### src/rtl/polyphase_pkg.sv
// Shared definitions for the 2-branch polyphase analysis/synthesis filters:
// default widths, FSM state encoding and saturation helpers.
package polyphase_pkg;

    localparam int DEF_DATA_WIDTH  = 16;
    localparam int DEF_COEFF_WIDTH = 16;
    localparam int DEF_NOF_TAPS    = 4;
    localparam int DEF_COEFF_FRAC  = 15;

    localparam logic [1:0] ST_IDLE = 2'd0;
    localparam logic [1:0] ST_MUL  = 2'd1;
    localparam logic [1:0] ST_ADD  = 2'd2;
    localparam logic [1:0] ST_OUT  = 2'd3;

    typedef enum logic [1:0] {
        S_IDLE = ST_IDLE,
        S_MUL  = ST_MUL,
        S_ADD  = ST_ADD,
        S_OUT  = ST_OUT
    } state_t;

    // Largest / smallest representable value of a signed w-bit sample.
    function automatic int sat_max(input int w);
        return (1 <<< (w - 1)) - 1;
    endfunction

    function automatic int sat_min(input int w);
        return -(1 <<< (w - 1));
    endfunction

    localparam int SAT_MAX = sat_max(DEF_DATA_WIDTH);
    localparam int SAT_MIN = sat_min(DEF_DATA_WIDTH);

endpackage

### src/rtl/polyphase_tap_mac.sv
// Per-branch multiply-accumulate: registered tap products, adder tree,
// arithmetic shift back to sample scale and saturation into a result register.
module polyphase_tap_mac
    import polyphase_pkg::*;
#(
    parameter int DATA_WIDTH  = DEF_DATA_WIDTH,
    parameter int COEFF_WIDTH = DEF_COEFF_WIDTH,
    parameter int NOF_TAPS    = DEF_NOF_TAPS,
    parameter int COEFF_FRAC  = DEF_COEFF_FRAC
) (
    input  logic                                 clk_data,
    input  logic                                 rst,
    input  logic [NOF_TAPS-1:0][DATA_WIDTH-1:0]  line,
    input  logic [NOF_TAPS*COEFF_WIDTH-1:0]      coeff,
    input  logic                                 mul_en,
    input  logic                                 add_en,
    output logic signed [DATA_WIDTH-1:0]         result
);

    localparam int PROD_W = DATA_WIDTH + COEFF_WIDTH;
    // Two guard bits cover the default four taps; wider trees grow with clog2.
    localparam int GUARD  = ($clog2(NOF_TAPS) > 2) ? $clog2(NOF_TAPS) : 2;
    localparam int SUM_W  = PROD_W + GUARD;

    localparam logic signed [SUM_W-1:0] MAX_EXT = SUM_W'(sat_max(DATA_WIDTH));
    localparam logic signed [SUM_W-1:0] MIN_EXT = SUM_W'(sat_min(DATA_WIDTH));

    logic signed [COEFF_WIDTH-1:0] coeff_tap [NOF_TAPS];
    logic signed [PROD_W-1:0]      prod_next [NOF_TAPS];
    logic signed [PROD_W-1:0]      prod_reg  [NOF_TAPS];
    logic signed [SUM_W-1:0]       sum;
    logic signed [SUM_W-1:0]       shifted;
    logic signed [DATA_WIDTH-1:0]  sat_value;
    logic signed [DATA_WIDTH-1:0]  result_reg;

    genvar gi;
    generate
        for (gi = 0; gi < NOF_TAPS; gi++) begin : g_tap
            assign coeff_tap[gi] = coeff[gi*COEFF_WIDTH +: COEFF_WIDTH];
            assign prod_next[gi] = $signed(line[gi]) * coeff_tap[gi];
        end
    endgenerate

    // Capture all tap products in the multiply cycle.
    always_ff @(posedge clk_data) begin
        if (rst) begin
            for (int k = 0; k < NOF_TAPS; k++) prod_reg[k] <= '0;
        end else if (mul_en) begin
            for (int k = 0; k < NOF_TAPS; k++) prod_reg[k] <= prod_next[k];
        end
    end

    // Sum the sign-extended products, drop the fraction, clamp to sample range.
    always_comb begin
        sum = '0;
        for (int k = 0; k < NOF_TAPS; k++) sum = sum + SUM_W'(prod_reg[k]);
        shifted = sum >>> COEFF_FRAC;
        if (shifted > MAX_EXT)      sat_value = DATA_WIDTH'(MAX_EXT);
        else if (shifted < MIN_EXT) sat_value = DATA_WIDTH'(MIN_EXT);
        else                        sat_value = shifted[DATA_WIDTH-1:0];
    end

    // Hold the saturated result until the next add cycle.
    always_ff @(posedge clk_data) begin
        if (rst)         result_reg <= '0;
        else if (add_en) result_reg <= sat_value;
    end

    assign result = result_reg;

endmodule

### src/rtl/polyphase_interpolator.sv
// 2-branch polyphase synthesis filter (interpolate by 2): each accepted sample
// produces a phase-0 then a phase-1 output through a shared MAC.
module polyphase_interpolator
    import polyphase_pkg::*;
#(
    parameter int DATA_WIDTH  = DEF_DATA_WIDTH,
    parameter int COEFF_WIDTH = DEF_COEFF_WIDTH,
    parameter int NOF_TAPS    = DEF_NOF_TAPS,
    parameter int COEFF_FRAC  = DEF_COEFF_FRAC
) (
    input  logic                            clk_data,
    input  logic                            rst,
    input  logic signed [DATA_WIDTH-1:0]    s_data,
    input  logic                            s_valid,
    output logic                            s_ready,
    input  logic [NOF_TAPS*COEFF_WIDTH-1:0] coeff_ph0,
    input  logic [NOF_TAPS*COEFF_WIDTH-1:0] coeff_ph1,
    output logic signed [DATA_WIDTH-1:0]    m_data,
    output logic                            m_valid,
    input  logic                            m_ready,
    output logic                            m_phase
);

    state_t state_reg, state_next;
    logic   phase_reg, phase_next;
    logic   m_phase_reg;
    logic   shift_en, mul_en, add_en;

    logic [NOF_TAPS-1:0][DATA_WIDTH-1:0] line_reg;
    logic [NOF_TAPS*COEFF_WIDTH-1:0]     coeff_sel;

    // State and phase registers.
    always_ff @(posedge clk_data) begin
        if (rst) begin
            state_reg <= S_IDLE;
            phase_reg <= 1'b0;
        end else begin
            state_reg <= state_next;
            phase_reg <= phase_next;
        end
    end

    // Next-state logic and handshake/strobe decode.
    always_comb begin
        state_next = state_reg;
        phase_next = phase_reg;
        s_ready    = 1'b0;
        m_valid    = 1'b0;
        shift_en   = 1'b0;
        mul_en     = 1'b0;
        add_en     = 1'b0;
        case (state_reg)
            S_IDLE: begin
                s_ready = 1'b1;
                if (s_valid) begin
                    shift_en   = 1'b1;
                    phase_next = 1'b0;
                    state_next = S_MUL;
                end
            end
            S_MUL: begin
                mul_en     = 1'b1;
                state_next = S_ADD;
            end
            S_ADD: begin
                add_en     = 1'b1;
                state_next = S_OUT;
            end
            S_OUT: begin
                m_valid = 1'b1;
                if (m_ready) begin
                    if (!phase_reg) begin
                        phase_next = 1'b1;
                        state_next = S_MUL;
                    end else begin
                        state_next = S_IDLE;
                    end
                end
            end
            default: state_next = S_IDLE;
        endcase
    end

    // Delay line: newest sample enters at tap 0 on every accept.
    always_ff @(posedge clk_data) begin
        if (rst) begin
            line_reg <= '0;
        end else if (shift_en) begin
            line_reg[0] <= s_data;
            for (int k = 1; k < NOF_TAPS; k++) line_reg[k] <= line_reg[k-1];
        end
    end

    // The phase tag travels with the result it labels.
    always_ff @(posedge clk_data) begin
        if (rst)         m_phase_reg <= 1'b0;
        else if (add_en) m_phase_reg <= phase_reg;
    end

    assign coeff_sel = phase_reg ? coeff_ph1 : coeff_ph0;

    polyphase_tap_mac #(
        .DATA_WIDTH  (DATA_WIDTH),
        .COEFF_WIDTH (COEFF_WIDTH),
        .NOF_TAPS    (NOF_TAPS),
        .COEFF_FRAC  (COEFF_FRAC)
    ) u_mac (
        .clk_data (clk_data),
        .rst      (rst),
        .line     (line_reg),
        .coeff    (coeff_sel),
        .mul_en   (mul_en),
        .add_en   (add_en),
        .result   (m_data)
    );

    assign m_phase = m_phase_reg;

endmodule

### config.mk
export PLATFORM = sky130hd
export DESIGN_NAME = polyphase_interpolator
export DESIGN_NICKNAME = d
export VERILOG_FILES = /design/src/rtl/polyphase_pkg.sv /design/src/rtl/polyphase_tap_mac.sv /design/src/rtl/polyphase_interpolator.sv
export SDC_FILE = /design/constraint.sdc
export NUM_CORES = 2
export LEC_CHECK = 0
export BUFFER_PORTS_ARGS = -buffer_cell sky130_fd_sc_hd__buf_2
export CAP_MARGIN = 20
export CORE_ASPECT_RATIO = 0.7
export CORE_MARGIN = 5
export CORE_UTILIZATION = 44
export CTS_BUF_LIST = sky130_fd_sc_hd__clkbuf_4 sky130_fd_sc_hd__clkbuf_8
export CTS_CLUSTER_DIAMETER = 30
export DETAILED_ROUTE_END_ITERATION = 8
export GPL_TIMING_DRIVEN = 0
export HOLD_SLACK_MARGIN = 0.03
export SLEW_MARGIN = 25
export SYNTH_ARGS = -nofsm -noshare
export SYNTH_HDL_FRONTEND = slang
export SYNTH_HIERARCHICAL = 1
export SYNTH_SLANG_ARGS = --single-unit
### constraint.sdc
create_clock -name clk_data -period 19.6 [get_ports clk_data]
set_input_delay 0.98 -clock clk_data [delete_from_list [all_inputs] [get_ports clk_data]]
set_output_delay 0.98 -clock clk_data [all_outputs]
set_load 0.01 [all_outputs]
==> out/metrics.yaml <==
outcome: "finished clean"
swShare_pct: 52.3
crit_family: "adder cells"
relSlewSlack_pct: 33.5
syn-instance-count: 5353
avgRoutedWirePerCell_um: 20.3
power_leakage_nw: 27.5
drt_wl_total_um: 145000
synthesis.nets: 6977
portBuffers: 166
num_rows: 103
crit_buf_inv: 8
fin_crit_sh_pct: 44.1
vias: 36444
ys_types: 76
critPathKind: "flip-flop to flip-flop"
finalSetupViolCount: 0
final_common_cell: "inv_1"
grt_max_degree: 53
grt_pass1_wl_um: 228000
ctsHoldBuffers: 0
insertion_delay_ns: 0.64
cts_inserted_buffers: 46
post-place-ws_ns: 10.92
synth_edf_count: 128
hold_viol: 0
pwr-share-comb_pct: 78.8
yosysSeqAreaShare_pct: 11.0
worstPathRequired_ns: 19.97
areaGrowthSynthToFinish_pct: 7.70
post_cts_buffers: 0
nFillCells: 10899
clk_pin_slew_ns: 0.06
tightest_slew_ns: 0.998
path_max_fanout: 10
drive_gt1_share_pct: 6.80
setup_ws_ns: 10.95
cts_tree: "done"
grt_pass1_vias: 38291
drtIter0Drc: 2790
critPathLaunchType: "flip-flop"
min_path_cells: 2
clock_skew_ns: 0.0485
cp_data_arrival_time_ns: 9.02
min_period_ns: 8.65
drv_slew: 0
vias_per_cell: 5.11
crit_top_cell: "fa_1"
ff2ff_path_depth: 26
ys_ff_latch: 212
power.switching_mw: 3.29
io_pins: 167
die_w_um: 415
cts_sinks: 212
cts-root-buf: "clkbuf_8"
ant_nets: 0
initial_core_util_pct: 44.5
hold_slack_ns: 0.507
max_freq_ghz: 0.116
irDropWorstVdd_mv: 0.176
fin_nets: 7193
mappedNetlistArea_um2: 50400
core_um2: 113000
antenna_found_initial: 13
place_congestion: 0.914
path_depth: 26
cts_max_level: 2
hold_class: "flip-flop to flip-flop"
power_per_cell_area_nw_per_um2: 116
clockBufferDepth: 3
dr.pass1.iters: 5
crit_slowest_cell: "o21ai_0"
max-cap-violations: 0
async_reset_ff_share_pct: 0
synth.avg_cell_area_um2: 9.42
dieHeight_um: 293
rsz0062_at_grt: "no"
yosys_warnings: 6
grt_use_total_pct: 24.3
seqPwrFrac_pct: 12.2
final_cell_mix: "1312 x inv_1, 1112 x fa_1, 649 x nand2_1"
drc: 0
pwr-share-clk_pct: 9.0
setup_tns_ns: 0
place_hpwl_um: 123000
synth_flop_cell: "edfxtp_1"
cts_resized: 0
dieArea_um2: 122000
grt_overflow: 0
largest_register_ffs: 128
critPathCaptureType: "flip-flop"
p_int_mw: 3.00
critPathMaxStageDelay_ns: 0.56
final timing paths:
check | startpoint | end | slack, ns
max | phase_reg | u_mac/prod_reg[2][29] | 10.95
min | m_phase | m_phase | 0.51
max reg2reg | phase_reg | u_mac/prod_reg[2][29] | 10.95
min reg2reg | m_phase | m_phase | 0.51
cell type report:
| type | instances | area (um2) | area share (%) |
|---|---|---|---|
| Multi-Input combinational cell | 3648 | 39200 | 72.1 |
| Sequential cell | 212 | 5530 | 10.2 |
| Inverter | 1312 | 4920 | 9.07 |
| Tap cell | 1522 | 1900 | 3.51 |
| Timing Repair Buffer | 168 | 878 | 1.62 |
| Clock buffer | 65 | 832 | 1.53 |
| Buffer | 181 | 803 | 1.48 |
| Clock inverter | 20 | 255 | 0.470 |
| Antenna cell | 3 | 7.51 | 0.0138 |
metal layers:
layer	GRT usage, %	wire (um)	vias up
li1	-	-	16346
met1	37.0	67700	18712
met2	36.1	62000	1234
met3	4.96	12100	150
met4	4.67	3060	2
met5	0	11	-
Yosys cell counts (3+ instances only):
cell type	count	area share, %
xnor2_1	100	1.7
fa_1	1112	44
a21o_1	68	1.0
o21a_1	13	0.19
or2_2	7	0.087
and3_1	19	0.24
o211ai_1	9	0.13
o21ai_0	51	0.51
inv_1	1312	9.8
a211o_1	6	0.10
o21bai_1	17	0.25
mux2_2	47	1.0
a21oi_1	177	1.8
mux2i_1	3	0.060
a211oi_1	18	0.27
nand4_1	7	0.087
clkbuf_1	154	1.1
nand2_1	649	4.8
nand3_1	22	0.22
dfxtp_1	84	3.3
buf_6	10	0.22
a311o_1	4	0.079
xor2_1	47	0.82
nor2_1	201	1.5
a211oi_2	12	0.30
nand2b_1	43	0.53
a31o_2	4	0.069
a2111oi_0	6	0.10
and2_1	521	6.5
buf_2	13	0.13
nor3b_1	4	0.060
nor2b_1	7	0.087
nor3_1	23	0.23
a2111o_1	4	0.089
mux2_4	17	0.51
ha_1	364	9.0
a31oi_1	13	0.16
or3_1	5	0.062
edfxtp_1	128	7.6
and4_1	3	0.052
metrics by stage:
stage	power, mW	cell area (um2)	std cells	utilization [%]
CTS	6.26	54300	7128	47.9
global placement	5.56	53200	7041	46.9
detailed placement	5.65	53200	7043	47.0
finish	6.29	54300	7131	47.9
floorplan	4.40	50400	5353	-
global route	6.98	54300	7129	47.9
cells by family after synthesis:
kind of cell	synth area share, %
buffers and inverters	11.4
DFF	11.0
AOI/OAI and AO/OA	5.72
adders and majority gates	53.2
muxes	1.62
and+or+nand+nor	14.6
xor gates and xnor gates	2.55
worst register-to-register path: cells and delay by family, from the launching register on:
kind,cells,cell delay [ns]
adder cells (fa/ha/maj),7,3.38
AO/OA/AOI/OAI,4,1.63
buffers and inverters,8,1.23
AND/OR/NAND/NOR,5,0.97
multiplexers,1,0.50
XOR/XNOR,1,0.39
flip-flops,1,0.32
power groups by stage:
stage          Sequential [mW]  Clock [mW]  Combinational [mW]
6_report                 0.767       0.568                4.96
5_1_grt                  0.776       0.602                5.60
4_1_cts                  0.765       0.579                4.91
3_5_place_dp             0.772           0                4.88
3_3_place_gp             0.777           0                4.78
2_1_floorplan            0.701           0                3.70
(Power assumes the default switching activity.)
